**src/rtl/muldiv_if.sv**
```systemverilog
// Multiply/divide unit bundle between the EX control path and ex_muldiv_seq.
//   master (EX side): drives start/op/A/B, flush, read_req, wr_hi/wr_lo/wdata
//   slave  (unit)   : drives hi/lo, busy, done, stall
interface muldiv_if #(
  parameter int unsigned WIDTH = 32
);
  logic             start;
  logic [1:0]       op;
  logic [WIDTH-1:0] A;
  logic [WIDTH-1:0] B;
  logic             flush;
  logic             read_req;
  logic             wr_hi;
  logic             wr_lo;
  logic [WIDTH-1:0] wdata;
  logic [WIDTH-1:0] hi;
  logic [WIDTH-1:0] lo;
  logic             busy;
  logic             done;
  logic             stall;

  modport master (
    output start, op, A, B, flush, read_req, wr_hi, wr_lo, wdata,
    input  hi, lo, busy, done, stall
  );

  modport slave (
    input  start, op, A, B, flush, read_req, wr_hi, wr_lo, wdata,
    output hi, lo, busy, done, stall
  );
endinterface

```
**src/rtl/ex_muldiv_seq.sv**
```systemverilog
// Iterative MULT/MULTU/DIV/DIVU sequencer owning the HI/LO registers.
// Ports:
//   clk    - pipeline clock, rising edge
//   reset  - asynchronous active-low reset
//   mdu    - muldiv_if.slave: op request, flush, MFHI/MFLO/MTHI/MTLO
//            hazard inputs; hi/lo/busy/done out, combinational stall out
// Build option: define MULDIV_DIV_EN to include the restoring divider;
// without it, divide requests are ignored.
module ex_muldiv_seq #(
  parameter int unsigned WIDTH = 32
) (
  input logic      clk,
  input logic      reset,
  muldiv_if.slave  mdu
);

  localparam int unsigned CNT_W = 6;
  localparam int unsigned ACC_W = 2 * WIDTH;

  typedef enum logic [1:0] {IDLE, CALC, FIX} state_e;

  state_e             state_q, state_d;
  logic [CNT_W-1:0]   cnt_q, cnt_d;
  logic [ACC_W-1:0]   acc_q, acc_d;     // product, or {rem, quot}
  logic [WIDTH-1:0]   opnd_q, opnd_d;   // multiplicand or divisor magnitude
  logic               neg_q, neg_d;     // product / quotient sign
  logic [WIDTH-1:0]   hi_q, hi_d;
  logic [WIDTH-1:0]   lo_q, lo_d;
  logic               done_q, done_d;
`ifdef MULDIV_DIV_EN
  logic               div_q, div_d;
  logic               zero_q, zero_d;   // divide by zero
  logic               rneg_q, rneg_d;   // remainder sign (dividend sign)
  logic [WIDTH-1:0]   araw_q, araw_d;   // raw dividend for divide by zero
`endif

  logic               a_neg, b_neg, accept;
  logic [WIDTH-1:0]   a_mag, b_mag;
  logic [WIDTH:0]     mul_sum;
  logic [ACC_W-1:0]   mul_next, prod;

  // Operand magnitudes; only signed ops see a sign bit.
  assign a_neg = mdu.op[0] & mdu.A[WIDTH-1];
  assign b_neg = mdu.op[0] & mdu.B[WIDTH-1];
  assign a_mag = a_neg ? -mdu.A : mdu.A;
  assign b_mag = b_neg ? -mdu.B : mdu.B;

`ifdef MULDIV_DIV_EN
  assign accept = mdu.start & ~mdu.flush;
`else
  assign accept = mdu.start & ~mdu.flush & ~mdu.op[1];
`endif

  // Shift-add step: add multiplicand on multiplier LSB, shift right with carry.
  assign mul_sum  = {1'b0, acc_q[ACC_W-1:WIDTH]} + (acc_q[0] ? {1'b0, opnd_q} : '0);
  assign mul_next = {mul_sum, acc_q[WIDTH-1:1]};
  assign prod     = neg_q ? -acc_q : acc_q;

`ifdef MULDIV_DIV_EN
  logic [WIDTH:0]     div_r1;
  logic [WIDTH-1:0]   div_diff, quot, rem;
  logic               div_ge;
  logic [ACC_W-1:0]   div_next;

  // Restoring step: shift {rem, quot} left, subtract divisor if it fits.
  assign div_r1   = {acc_q[ACC_W-1:WIDTH], acc_q[WIDTH-1]};
  assign div_ge   = div_r1 >= {1'b0, opnd_q};
  assign div_diff = div_r1[WIDTH-1:0] - opnd_q;
  assign div_next = div_ge ? {div_diff, acc_q[WIDTH-2:0], 1'b1}
                           : {div_r1[WIDTH-1:0], acc_q[WIDTH-2:0], 1'b0};
  assign quot     = acc_q[WIDTH-1:0];
  assign rem      = acc_q[ACC_W-1:WIDTH];
`endif

  // Next-state and datapath control.
  always_comb begin
    state_d = state_q;
    cnt_d   = cnt_q;
    acc_d   = acc_q;
    opnd_d  = opnd_q;
    neg_d   = neg_q;
    hi_d    = hi_q;
    lo_d    = lo_q;
    done_d  = 1'b0;
`ifdef MULDIV_DIV_EN
    div_d   = div_q;
    zero_d  = zero_q;
    rneg_d  = rneg_q;
    araw_d  = araw_q;
`endif
    unique case (state_q)
      IDLE: begin
        cnt_d = '0;
        if (mdu.wr_hi) hi_d = mdu.wdata;
        if (mdu.wr_lo) lo_d = mdu.wdata;
        if (accept) begin
          state_d = CALC;
          neg_d   = a_neg ^ b_neg;
          if (mdu.op[1]) begin
            opnd_d = b_mag;
            acc_d  = {WIDTH'(0), a_mag};
          end else begin
            opnd_d = a_mag;
            acc_d  = {WIDTH'(0), b_mag};
          end
`ifdef MULDIV_DIV_EN
          div_d  = mdu.op[1];
          zero_d = (mdu.B == '0);
          rneg_d = a_neg;
          araw_d = mdu.A;
`endif
        end
      end
      CALC: begin
        if (mdu.flush) begin
          state_d = IDLE;
        end else begin
`ifdef MULDIV_DIV_EN
          acc_d = div_q ? div_next : mul_next;
`else
          acc_d = mul_next;
`endif
          cnt_d = cnt_q + CNT_W'(1);
          if (cnt_q == CNT_W'(WIDTH - 1)) state_d = FIX;
        end
      end
      FIX: begin
        state_d = IDLE;
        if (!mdu.flush) begin
          done_d = 1'b1;
`ifdef MULDIV_DIV_EN
          if (div_q) begin
            if (zero_q) begin
              hi_d = araw_q;
              lo_d = '1;
            end else begin
              // Overflow case falls out: negating 0x80..0 yields itself.
              hi_d = rneg_q ? -rem  : rem;
              lo_d = neg_q  ? -quot : quot;
            end
          end else begin
            {hi_d, lo_d} = prod;
          end
`else
          {hi_d, lo_d} = prod;
`endif
        end
      end
      default: state_d = IDLE;
    endcase
  end

  // State register.
  always_ff @(posedge clk or negedge reset) begin
    if (!reset) begin
      state_q <= IDLE;
      cnt_q   <= '0;
      acc_q   <= '0;
      opnd_q  <= '0;
      neg_q   <= 1'b0;
      hi_q    <= '0;
      lo_q    <= '0;
      done_q  <= 1'b0;
`ifdef MULDIV_DIV_EN
      div_q   <= 1'b0;
      zero_q  <= 1'b0;
      rneg_q  <= 1'b0;
      araw_q  <= '0;
`endif
    end else begin
      state_q <= state_d;
      cnt_q   <= cnt_d;
      acc_q   <= acc_d;
      opnd_q  <= opnd_d;
      neg_q   <= neg_d;
      hi_q    <= hi_d;
      lo_q    <= lo_d;
      done_q  <= done_d;
`ifdef MULDIV_DIV_EN
      div_q   <= div_d;
      zero_q  <= zero_d;
      rneg_q  <= rneg_d;
      araw_q  <= araw_d;
`endif
    end
  end

  assign mdu.hi    = hi_q;
  assign mdu.lo    = lo_q;
  assign mdu.done  = done_q;
  assign mdu.busy  = (state_q != IDLE);
  // Hazard stall: any HI/LO or unit user in EX while an op is in flight.
  assign mdu.stall = (state_q != IDLE) &
                     (mdu.start | mdu.read_req | mdu.wr_hi | mdu.wr_lo);

endmodule

```
**src/flat_wrapper.sv**
```systemverilog
// flat-port wrapper written by rule: the top's interface ports become plain ports
module ex_muldiv_seq_flat 
#(
  parameter int unsigned WIDTH = 32
)
  (clk, reset, mdu_start, mdu_op, mdu_A, mdu_B, mdu_flush, mdu_read_req, mdu_wr_hi, mdu_wr_lo, mdu_wdata, mdu_hi, mdu_lo, mdu_busy, mdu_done, mdu_stall);
  muldiv_if #(.WIDTH(WIDTH)) mdu_i ();
  input logic clk;
  input logic reset;
  input wire logic [$bits(mdu_i.start)-1:0] mdu_start;
  input wire logic [$bits(mdu_i.op)-1:0] mdu_op;
  input wire logic [$bits(mdu_i.A)-1:0] mdu_A;
  input wire logic [$bits(mdu_i.B)-1:0] mdu_B;
  input wire logic [$bits(mdu_i.flush)-1:0] mdu_flush;
  input wire logic [$bits(mdu_i.read_req)-1:0] mdu_read_req;
  input wire logic [$bits(mdu_i.wr_hi)-1:0] mdu_wr_hi;
  input wire logic [$bits(mdu_i.wr_lo)-1:0] mdu_wr_lo;
  input wire logic [$bits(mdu_i.wdata)-1:0] mdu_wdata;
  output wire logic [$bits(mdu_i.hi)-1:0] mdu_hi;
  output wire logic [$bits(mdu_i.lo)-1:0] mdu_lo;
  output wire logic [$bits(mdu_i.busy)-1:0] mdu_busy;
  output wire logic [$bits(mdu_i.done)-1:0] mdu_done;
  output wire logic [$bits(mdu_i.stall)-1:0] mdu_stall;
  assign mdu_i.start = mdu_start;
  assign mdu_i.op = mdu_op;
  assign mdu_i.A = mdu_A;
  assign mdu_i.B = mdu_B;
  assign mdu_i.flush = mdu_flush;
  assign mdu_i.read_req = mdu_read_req;
  assign mdu_i.wr_hi = mdu_wr_hi;
  assign mdu_i.wr_lo = mdu_wr_lo;
  assign mdu_i.wdata = mdu_wdata;
  assign mdu_hi = mdu_i.hi;
  assign mdu_lo = mdu_i.lo;
  assign mdu_busy = mdu_i.busy;
  assign mdu_done = mdu_i.done;
  assign mdu_stall = mdu_i.stall;
  ex_muldiv_seq #(.WIDTH(WIDTH)) u_core (.clk(clk), .reset(reset), .mdu(mdu_i));
endmodule
```
**config.mk**
```make
export PLATFORM = sky130hd
export DESIGN_NAME = ex_muldiv_seq_flat
export DESIGN_NICKNAME = d
export VERILOG_FILES = /design/src/rtl/muldiv_if.sv /design/src/rtl/ex_muldiv_seq.sv /design/src/flat_wrapper.sv
export SDC_FILE = /design/constraint.sdc
export NUM_CORES = 1
export LEC_CHECK = 0
export CORE_ASPECT_RATIO = 0.6
export CORE_MARGIN = 2
export CORE_UTILIZATION = 60
export DETAILED_ROUTE_END_ITERATION = 10
export PLACE_DENSITY = 0.87
export SYNTH_ARGS = -nofsm -noshare
export SYNTH_HDL_FRONTEND = slang
export SYNTH_SLANG_ARGS = --single-unit
export TNS_END_PERCENT = 5
```
**constraint.sdc**
```tcl
create_clock -name clk -period 6.7 [get_ports clk]
set_clock_uncertainty 0.05 [all_clocks]
set_input_delay 1.675 -clock clk [delete_from_list [all_inputs] [get_ports clk]]
set_output_delay 1.675 -clock clk [all_outputs]
set_load 0.01 [all_outputs]
```
---- After elaboration in Yosys (flattened, before gate mapping) ----
Cells that the tools add are included.
storage, ports and cells
  output and inout bits ................... 67
  register bits ........................... 170
  input bits .............................. 105
  logic and storage cells ................. 66
cells by class
  reduce and logical (&&, ||, !) cells .... 10
  equality and inequality tests ........... 9
  $add $sub $neg .......................... 5
  bitwise gates (word level) .............. 11
  mux-type cells .......................... 23
operators with widths
  operator               number
  $mux W32               9
  $mux W64               3
  $pmux W32 S2           2
  $pmux W64 S2           1
  $neg A32 Y32           2
  $neg A64 Y64           1
  $add A32 B33 Y33       1
  $pmux W6 S2            1
  $reduce_and A3 Y1      3
  $ne A2 B2 Y1 const B   4
  $add A6 B1 Y6 const B  1
  $eq A6 B5 Y1 const B   1
  $mux W2                3
  $mux W6                1
  $reduce_and A2 Y1      3
  $reduce_bool A2 Y1     3
  $and A1 B1 Y1          5
  $pmux W2 S2            1
  $ne A3 B2 Y1 const B   1
  $or A1 B1 Y1           3
  $eq A2 B1 Y1 const B   1
  $eq A2 B2 Y1 const B   1
  $logic_not A2 Y1       1
  $mux W1                2
  other kinds (3)        4

---- Logic depth before layout (Yosys ltp) ----
Gate-level depths: netlist (run 1).
  word-level depth ........................ 5
  gate-level depth with buffers ........... 13
  depth with buffers taken out ............ 11

---- Least setup slack after synthesis (run 1) ----
OpenSTA, ideal clock, no wires.
  kind .................................... input to register
  start point ............................. input port mdu_B[0]
  end point ............................... register u_core.acc_q[28]
  path buffers ............................ 0
  stages .................................. 9
  slack ................................... 2,861 ps
  library setup time ...................... 88 ps
  data required time ...................... 6,562 ps
  data arrival time ....................... 3,701 ps
  cells stage by stage .................... inv_1 ha_1 or4b_2 nor3_1 nor2b_1 a21oi_1 xnor2_1 o21ai_0 nor3b_1
on the way
  longest elaborated chain between the ends .. 5
RTL lines
  element               line                  RTL
  from (decl)           flat_wrapper.sv:13    input wire logic [$bits(mdu_i.B)-1:0] mdu_B;
  $neg A32 Y32          ex_muldiv_seq.sv:46   assign b_mag = b_neg ? -mdu.B : mdu.B;
  $mux W32              ex_muldiv_seq.sv:46
  $mux W32              ex_muldiv_seq.sv:99   if (mdu.op[1]) begin
  $mux W64              ex_muldiv_seq.sv:96   if (accept) begin
  $pmux W64 S2          ex_muldiv_seq.sv:91   unique case (state_q)
  to (signal assigned)  ex_muldiv_seq.sv:158  acc_q <= '0;
  to (signal assigned)  ex_muldiv_seq.sv:173  acc_q <= acc_d;
  to (decl)             ex_muldiv_seq.sv:24   logic [ACC_W-1:0] acc_q, acc_d;
No other way between the ends. The select of a mux whose other input is x is not followed.
A chain may end at the register's enable or synchronous reset.

---- Worst setup path after layout (run 1) ----
  start point ............................. register u_core.acc_q[0]
  end point ............................... register u_core.acc_q[61]
on the way
  longest elaborated chain between the ends .. 4
RTL lines
  element           line                  RTL
  $mux W32          ex_muldiv_seq.sv:55   assign mul_sum = {1'b0, acc_q[ACC_W-1:WIDTH]} + (acc_q[0] ? {1'b0, opnd_q} : '0);
  $add A32 B33 Y33  ex_muldiv_seq.sv:55
  $mux W64          ex_muldiv_seq.sv:115  if (mdu.flush) begin
  $pmux W64 S2      ex_muldiv_seq.sv:91
No other way between the ends. The select of a mux whose other input is x is not followed.

==> reports/metrics.csv, run 1 <==
stage,metric,value,unit
worst_setup_path,Startpoint Class,flop,
grt,vias in the first global route,11171,
power_and_ir_drop,maximum vdd ir drop,0.0001942,V
drt,DR vias/cell,6.536,
synthesis,synthesized cell area,0.01192,sq mm
synthesis,#FFs+latches synth,170,
final_layout,Final Util,74.70,%
clock_network,cts repair resizes,0,
timing,Sum Neg Setup Slack,0,ns
timing,Relative slew margins,5.372,%
worst_setup_path,CP Capture Type,flop,
min_path,worst min path class,flop to flop,
grt,initial antenna violation count,0,
worst_setup_path,Crit Path Category,flop to flop,
clock_network,CTS tree,done,
die,IO Count,172,
synthesis,sequential fraction of the synthesis area,35.69,%
clock_network,clk slew on worst S/H paths,0.07,ns
final_layout,ANT cells,0,
clock_network,# hold bufs at CTS,0,
placement,IO Port Bufs,171,
timing,RSZ-0062 raised after global routing,no,
grt,largest net degree at the start of global routing,62,
grt,Tot GR Track Use,39.42,%
placement,Post-DP HPWL,30.72,mm
synthesis,Synth area leader,dfrtp_1,
synthesis,"Async S/R FF share, synth",100.0,%
drt,remaining antenna violation count,0,
synthesis,Synth Area per Inst,8.064,sq um
power_and_ir_drop,Leakage,5.808,nW
die,Die Ht,113.2,microns
timing,final period utilization,72.64,%
die,die area,0.02105,sq mm
clock_network,CTS Sinks,170,
timing,Final WS setup,1.833,ns
final_layout,Nets,1740,
synthesis,cell count after synthesis,1478,
clock_network,Root Buffer,clkbuf_16,
grt,first-pass GRT wire length,63.22,mm
synthesis,number of synthesized flops with an enable pin,0,
worst_setup_path,Crit Path Max Fanout,37,
clock_network,worst skew pair latency,0.45,ns
timing,Final setup viols,0,
clock_network,Post-CTS Setup Bufs,0,
final_layout,FILL cells,1453,
timing,Worst Tran Pin Value,1.384,ns
drt,DRC Markers,0,
placement,gp weighted congestion,1.010,
synthesis,post-synthesis cell type count,61,
die,cell row count,39,
drt,vias,12261,
final_layout,Finished Layout Cells,1876,
timing,Fin. Hold Viols,0,
final_layout,share of cells above drive strength 1,4.410,%
grt,Overflow after GRT,0,
die,Core ar.,0.01923,sq mm
worst_setup_path,Worst EP required,6.94,ns
clock_network,Num CTS Buffers,17,
placement,Setup WS pre-CTS,1.917,ns
power_and_ir_drop,Pwr Total,5.339,mW
die,Initial Utilization,61.99,%
synthesis,YS warnings,0,
status,status,"complete, no violations",
worst_setup_path,flop2flop setup slack,1.83,ns
synthesis,Synth Net Count,1620,
worst_setup_path,Worst EP arrival,5.10,ns
timing,Final min period,4.867,ns
clock_network,clock tree buffer depth,2,
drt,DR iter-0 viols,1643,
job,MaxCap Viol Count,0,
timing,"Slew Viols, Final",0,
clock_network,H-tree levels,4,
final_layout,Area Growth Syn to Fin,20.50,%
synthesis,Main synth FF type,dfrtp_1,
synthesis,Yosys top cell area share,35.69,%
die,Die W,186.0,microns
placement,placed insts,1845,
power_and_ir_drop,P per Cell Area,371.7,mW/mm^2
drt,Pre-antenna DRT Iters,7,
drt,Wirelength per Cell,21.58,microns
drt,Routed WL,40.48,mm
timing,Max Fclk,0.2055,GHz
synthesis,Synth area leaders,"dfrtp_1, o21ai_0, xnor2_1",
## layer usage
layer	track usage, %	part of all wire, %	up-vias
met5	0	0	-
met3	15.45	15	58
met1	59.85	44	5777
li1	-	-	5555
met4	10.34	2.1	0
met2	51.43	39	871
## per-stage QoR
step / hold WS, ns / instance area (sq um)
6_report: 0.4251 / 14360
5_1_grt: 0.4386 / 14360
4_1_cts: 0.4241 / 14360
3_5_place_dp: 0.4126 / 13790
3_3_place_gp: 0.3930 / 13790
2_1_floorplan: 0.3811 / 11920
## state kept, by name, indices dropped and copies added, names as in the netlist
name / cells
u_core.mdu.hi: 32
u_core.mdu.done: 1
u_core.neg_q: 1
u_core.mdu.lo: 32
u_core.cnt_q: 6
u_core.acc_q: 64
u_core.state_q: 2
u_core.opnd_q: 32
## path summary, 6_finish.rpt
kind,from,end,depth (start not counted)
setup / recovery,u_core.acc_q[0]$_DFFE_PN0P_,u_core.acc_q[61]$_DFFE_PN0P_,11
hold / removal,u_core.cnt_q[5]$_DFFE_PN0P_,u_core.cnt_q[5]$_DFFE_PN0P_,1
setup reg to reg,u_core.acc_q[0]$_DFFE_PN0P_,u_core.acc_q[61]$_DFFE_PN0P_,11
hold reg to reg,u_core.cnt_q[5]$_DFFE_PN0P_,u_core.cnt_q[5]$_DFFE_PN0P_,1
max in group asynchronous,reset,u_core.mdu.hi[8]$_DFFE_PN0P_,2
min in group asynchronous,reset,u_core.acc_q[55]$_DFFE_PN0P_,1
## final cells by class
cell class,count,area [sq um],area share [%]
sequential,170,4254,29.62
timing repair buffer,188,1841,12.81
multi-input combinational,1190,7243,50.43
clock inverter,12,132.6,0.9234
inverter,31,116.4,0.8102
tap,266,332.8,2.317
clock buffer,19,442.9,3.084
## cells by family after synthesis
logic type | share of synthesized area, %
adders and majority gates | 3.947
AOI/OAI and AO/OA | 22.74
xor gates and xnor gates | 10.51
and+or+nand+nor | 22.38
buffers and inverters | 3.716
muxes | 1.018
DFF | 35.69
## cell usage after synthesis, types with 6 or more instances
cell type	n
o211ai_1	6
and2_1	35
nor2_1	140
o21a_1	11
o221ai_1	7
nor4_1	15
buf_1	8
or2_2	6
inv_1	29
nor2b_1	7
xnor2_1	79
clkbuf_1	79
dfrtp_1	170
ha_1	36
a21o_1	10
nand3_1	49
or4_1	11
o21ai_0	139
o22ai_1	16
nand4_1	13
nand2b_1	15
a211oi_1	9
a31oi_1	24
o31ai_1	51
xor2_1	64
and3_1	17
mux2i_1	11
o41ai_1	20
nor3_1	27
nand2_1	176
or3_1	20
a21oi_1	125
## critical path, cell delays in order, from the launching register on
cell and delay, ns:
dfrtp_1 0.96, and2_1 0.24, ha_1 0.19, inv_1 0.07
fa_1 0.38, nor2b_1 0.23, o2111ai_1 0.16, a2111oi_0 1.17
o31ai_1 0.46, o41ai_1 0.53, xnor2_1 0.17, o21ai_0 0.09
## where the power goes
| part | internal, mW | total, mW | switching, mW |
|---|---|---|---|
| combinational | 1.01 | 2.48 | 1.47 |
| sequential | 1.36 | 1.86 | 0.495 |
| clock | 0.533 | 0.998 | 0.465 |
| total | 2.91 | 5.34 | 2.43 |
## cells in the final DEF (no fill, tap or decap), types with 15 or more instances in the layout
master | Yosys | routed
nor2_1 | 140 | 140
a31oi_1 | 24 | 24
clkdlybuf4s50_1 | 0 | 170
or3_1 | 20 | 20
ha_1 | 36 | 36
nand2_1 | 176 | 175
xor2_1 | 64 | 64
buf_4 | 0 | 17
and2_1 | 35 | 35
o22ai_1 | 16 | 16
nor3_1 | 27 | 27
inv_1 | 29 | 29
nor4_1 | 15 | 15
nand3_1 | 49 | 49
o31ai_1 | 51 | 51
dfrtp_1 | 170 | 170
a21oi_1 | 125 | 125
xnor2_1 | 79 | 79
o21ai_0 | 139 | 138
o41ai_1 | 20 | 20
and3_1 | 17 | 17
clkbuf_16 | 0 | 17
No activity file was read; power rests on OpenSTA's default activity.
==> inputs of run 2 (changes only) <==
--- a/config.mk
+++ b/config.mk
@@ -7,9 +7,9 @@
 export LEC_CHECK = 0
 export CORE_ASPECT_RATIO = 0.6
 export CORE_MARGIN = 2
-export CORE_UTILIZATION = 60
+export CORE_UTILIZATION = 51
 export DETAILED_ROUTE_END_ITERATION = 10
-export PLACE_DENSITY = 0.87
+export PLACE_DENSITY = 0.79
 export SYNTH_ARGS = -nofsm -noshare
 export SYNTH_HDL_FRONTEND = slang
 export SYNTH_SLANG_ARGS = --single-unit
==> constraint.sdc (replaced) <==
create_clock -name clk -period 3.9 [get_ports clk]
set_clock_uncertainty 0.05 [all_clocks]
set_input_delay 0.975 -clock clk [delete_from_list [all_inputs] [get_ports clk]]
set_output_delay 0.975 -clock clk [all_outputs]
set_load 0.01 [all_outputs]
==> reports/metrics.csv, run 2 (synthesis results as in run 1) <==
stage,metric,value,unit,change
clock_network,H-tree levels,4,,unchanged
drt,remaining antenna violation count,0,,unchanged
worst_setup_path,CP Capture Type,flop,,unchanged
die,Die Ht,122.4,microns,was 113.2 microns
worst_setup_path,CP peak stage delay,0.53,ns,was 1.17 ns
timing,Final min period,3.595,ns,was 4.867 ns
final_layout,FILL cells,1987,,"was 1,453"
final_layout,Area Growth Syn to Fin,22.65,%,was 20.50%
timing,Fin. Hold Viols,0,,unchanged
grt,Tot GR Track Use,33.40,%,was 39.42%
drt,Routed WL,41.83,mm,was 40.48 mm
timing,Final setup viols,0,,unchanged
final_layout,max reg flops,64,,unchanged
job,MaxCap Viol Count,0,,unchanged
die,cell row count,43,,was 39
worst_setup_path,Worst EP required,4.16,ns,was 6.94 ns
clock_network,worst skew pair latency,0.45,ns,about the same
clock_network,clock tree buffer depth,2,,unchanged
grt,vias in the first global route,10824,,"was 11,171"
timing,final period utilization,92.19,%,was 72.64%
worst_setup_path,Crit-path slowest cell,dfrtp_1,,was a2111oi_0
final_layout,Multi-input gate area,0.007241,sq mm,was 0.007243 sq mm
drt,vias,12229,,"was 12,261"
drt,met2 wire len,15.89,mm,was 15.66 mm
drt,WL met3,5.693,mm,was 6.091 mm
worst_setup_path,CP bufs+invs,2,,was 1
worst_setup_path,critical path's top delay family,compound AO/OA/AOI/OAI gates,,unchanged
power_and_ir_drop,P per Cell Area,638.2,mW/mm^2,was 371.7 mW/mm^2
drt,Wirelength per Cell,21.54,microns,was 21.58 microns
placement,gp weighted congestion,0.9751,,was 1.010
placement,Post-DP HPWL,32.03,mm,was 30.72 mm
clock_network,# hold bufs at CTS,0,,unchanged
timing,"Slew Viols, Final",0,,unchanged
drt,DR iter-0 viols,1541,,"was 1,643"
die,Die W,201.4,microns,was 186.0 microns
final_layout,share of cells above drive strength 1,5.347,%,was 4.410%
power_and_ir_drop,Pwr Total,9.330,mW,was 5.339 mW
clock_network,clk slew on worst S/H paths,0.07,ns,about the same
placement,IO Port Bufs,171,,unchanged
final_layout,register area,0.004254,sq mm,unchanged
drt,DRC Markers,0,,unchanged
timing,Max Fclk,0.2781,GHz,was 0.2055 GHz
final_layout,most frequent cells in the layout,"nand2_1, clkdlybuf4s50_1, dfrtp_1, nor2_1, o21ai_0",,unchanged
worst_setup_path,Worst EP arrival,3.86,ns,was 5.10 ns
drt,DR top layer,met4,,unchanged
worst_setup_path,Startpoint Class,flop,,unchanged
worst_setup_path,Crit Path Category,flop to flop,,unchanged
timing,Sum Neg Setup Slack,0,ns,unchanged
clock_network,Post-CTS Setup Bufs,0,,unchanged
status,status,"complete, no violations",,unchanged
drt,DR vias/cell,6.297,,was 6.536
timing,Relative slew margins,28.21,%,was 5.372%
die,die area,0.02465,sq mm,was 0.02105 sq mm
power_and_ir_drop,Leakage,5.922,nW,was 5.808 nW
clock_network,Num CTS Buffers,17,,unchanged
power_and_ir_drop,maximum vdd ir drop,0.0002874,V,was 0.0001942 V
grt,initial antenna violation count,0,,unchanged
clock_network,Root Buffer,clkbuf_16,,unchanged
drt,Pre-antenna DRT Iters,7,,unchanged
final_layout,Nets,1757,,"was 1,740"
clock_network,cts repair resizes,0,,unchanged
drt,wl on met1,19.62,mm,was 17.87 mm
grt,largest net degree at the start of global routing,79,,was 62
clock_network,CTS Sinks,170,,unchanged
die,Initial Utilization,51.76,%,was 61.99%
min_path,worst min path class,flop to flop,,unchanged
worst_setup_path,Crit Path Max Fanout,7,,was 37
worst_setup_path,crit-path cells,and2_1 > ha_1 > inv_1 > fa_1 > nor2b_1 > o2111ai_1 > a2111oi_0 > buf_4 > o31ai_1 > o41ai_1 > xnor2_1 > o21ai_0,,was and2_1 > ha_1 > inv_1 > fa_1 > nor2b_1 > o2111ai_1 > a2111oi_0 > o31ai_1 > o41ai_1 > xnor2_1 > o21ai_0
timing,Worst Tran Pin Value,1.073,ns,was 1.384 ns
final_layout,"commonest non-fill, non-tap cell in the layout",nand2_1,,unchanged
final_layout,Top reg by flops,u_core.acc_q,,unchanged
grt,Overflow after GRT,0,,unchanged
final_layout,ANT cells,0,,unchanged
die,IO Count,172,,unchanged
worst_setup_path,flop2flop setup slack,0.30,ns,was 1.83 ns
timing,RSZ-0062 raised after global routing,no,,unchanged
timing,worst hold slack,0.4258,ns,was 0.4251 ns
die,Core ar.,0.02303,sq mm,was 0.01923 sq mm
grt,first-pass GRT wire length,63.30,mm,was 63.22 mm
clock_network,CTS tree,done,,unchanged
==> run 2: cell types whose count changed in the layout (fill, tap and decap cells not counted), sizes merged <==
cell / delta
clkinv: +1
clkinvlp: -1
bufinv: +2
buf: +17
inv: -2
==> run 2: path summary, 6_finish.rpt <==
kind | start | endpoint | cells after the start
max reg2reg | u_core.acc_q[0]$_DFFE_PN0P_ | u_core.acc_q[61]$_DFFE_PN0P_ | 12
min reg2reg | u_core.opnd_q[2]$_DFFE_PN0P_ | u_core.opnd_q[2]$_DFFE_PN0P_ | 2
min in group asynchronous | reset | u_core.acc_q[49]$_DFFE_PN0P_ | 1
max in group asynchronous | reset | u_core.acc_q[26]$_DFFE_PN0P_ | 2
min | u_core.opnd_q[2]$_DFFE_PN0P_ | u_core.opnd_q[2]$_DFFE_PN0P_ | 2
max | u_core.acc_q[0]$_DFFE_PN0P_ | u_core.acc_q[61]$_DFFE_PN0P_ | 12
==> run 2: layer usage <==
layer	vias up	global-route usage [%]
met4	0	6.710
met3	48	11.29
li1	5587	-
met5	-	0
met2	825	43.25
met1	5769	52.48
==> run 2: area by class of cell <==
| class | count | share of cell area (%) |
|---|---|---|
| sequential | 170 | 29.10 |
| tap | 315 | 2.696 |
| inverter | 31 | 0.7960 |
| clock inverter | 12 | 1.130 |
| multi-input combinational | 1190 | 49.53 |
| timing repair buffer | 205 | 13.72 |
| clock buffer | 19 | 3.030 |
==> run 2: metrics by stage <==
step / util (%) / setup slack (ns) / instance area [sq um] / instances
6_report: 63.49 / 0.3045 / 14620 / 1942
5_1_grt: 63.49 / 0.05038 / 14620 / 1942
4_1_cts: 63.49 / 0.4345 / 14620 / 1942
3_5_place_dp: 60.85 / 0.1825 / 14010 / 1911
3_3_place_gp: 60.85 / 0.2557 / 14010 / 1911
2_1_floorplan: - / 0.7587 / 11920 / 1478
==> run 2: worst min-delay path: stages (launching register included) <==
cell and delay, ns:
dfrtp_1 0.34, nand2_1 0.04, o21ai_0 0.06
==> run 2: where the power goes <==
group / leakage [nW] / internal (mW) / switching [mW]
clock: 0.292 / 1.03 / 0.767
combinational: 3.55 / 1.79 / 2.56
sequential: 2.08 / 2.34 / 0.834
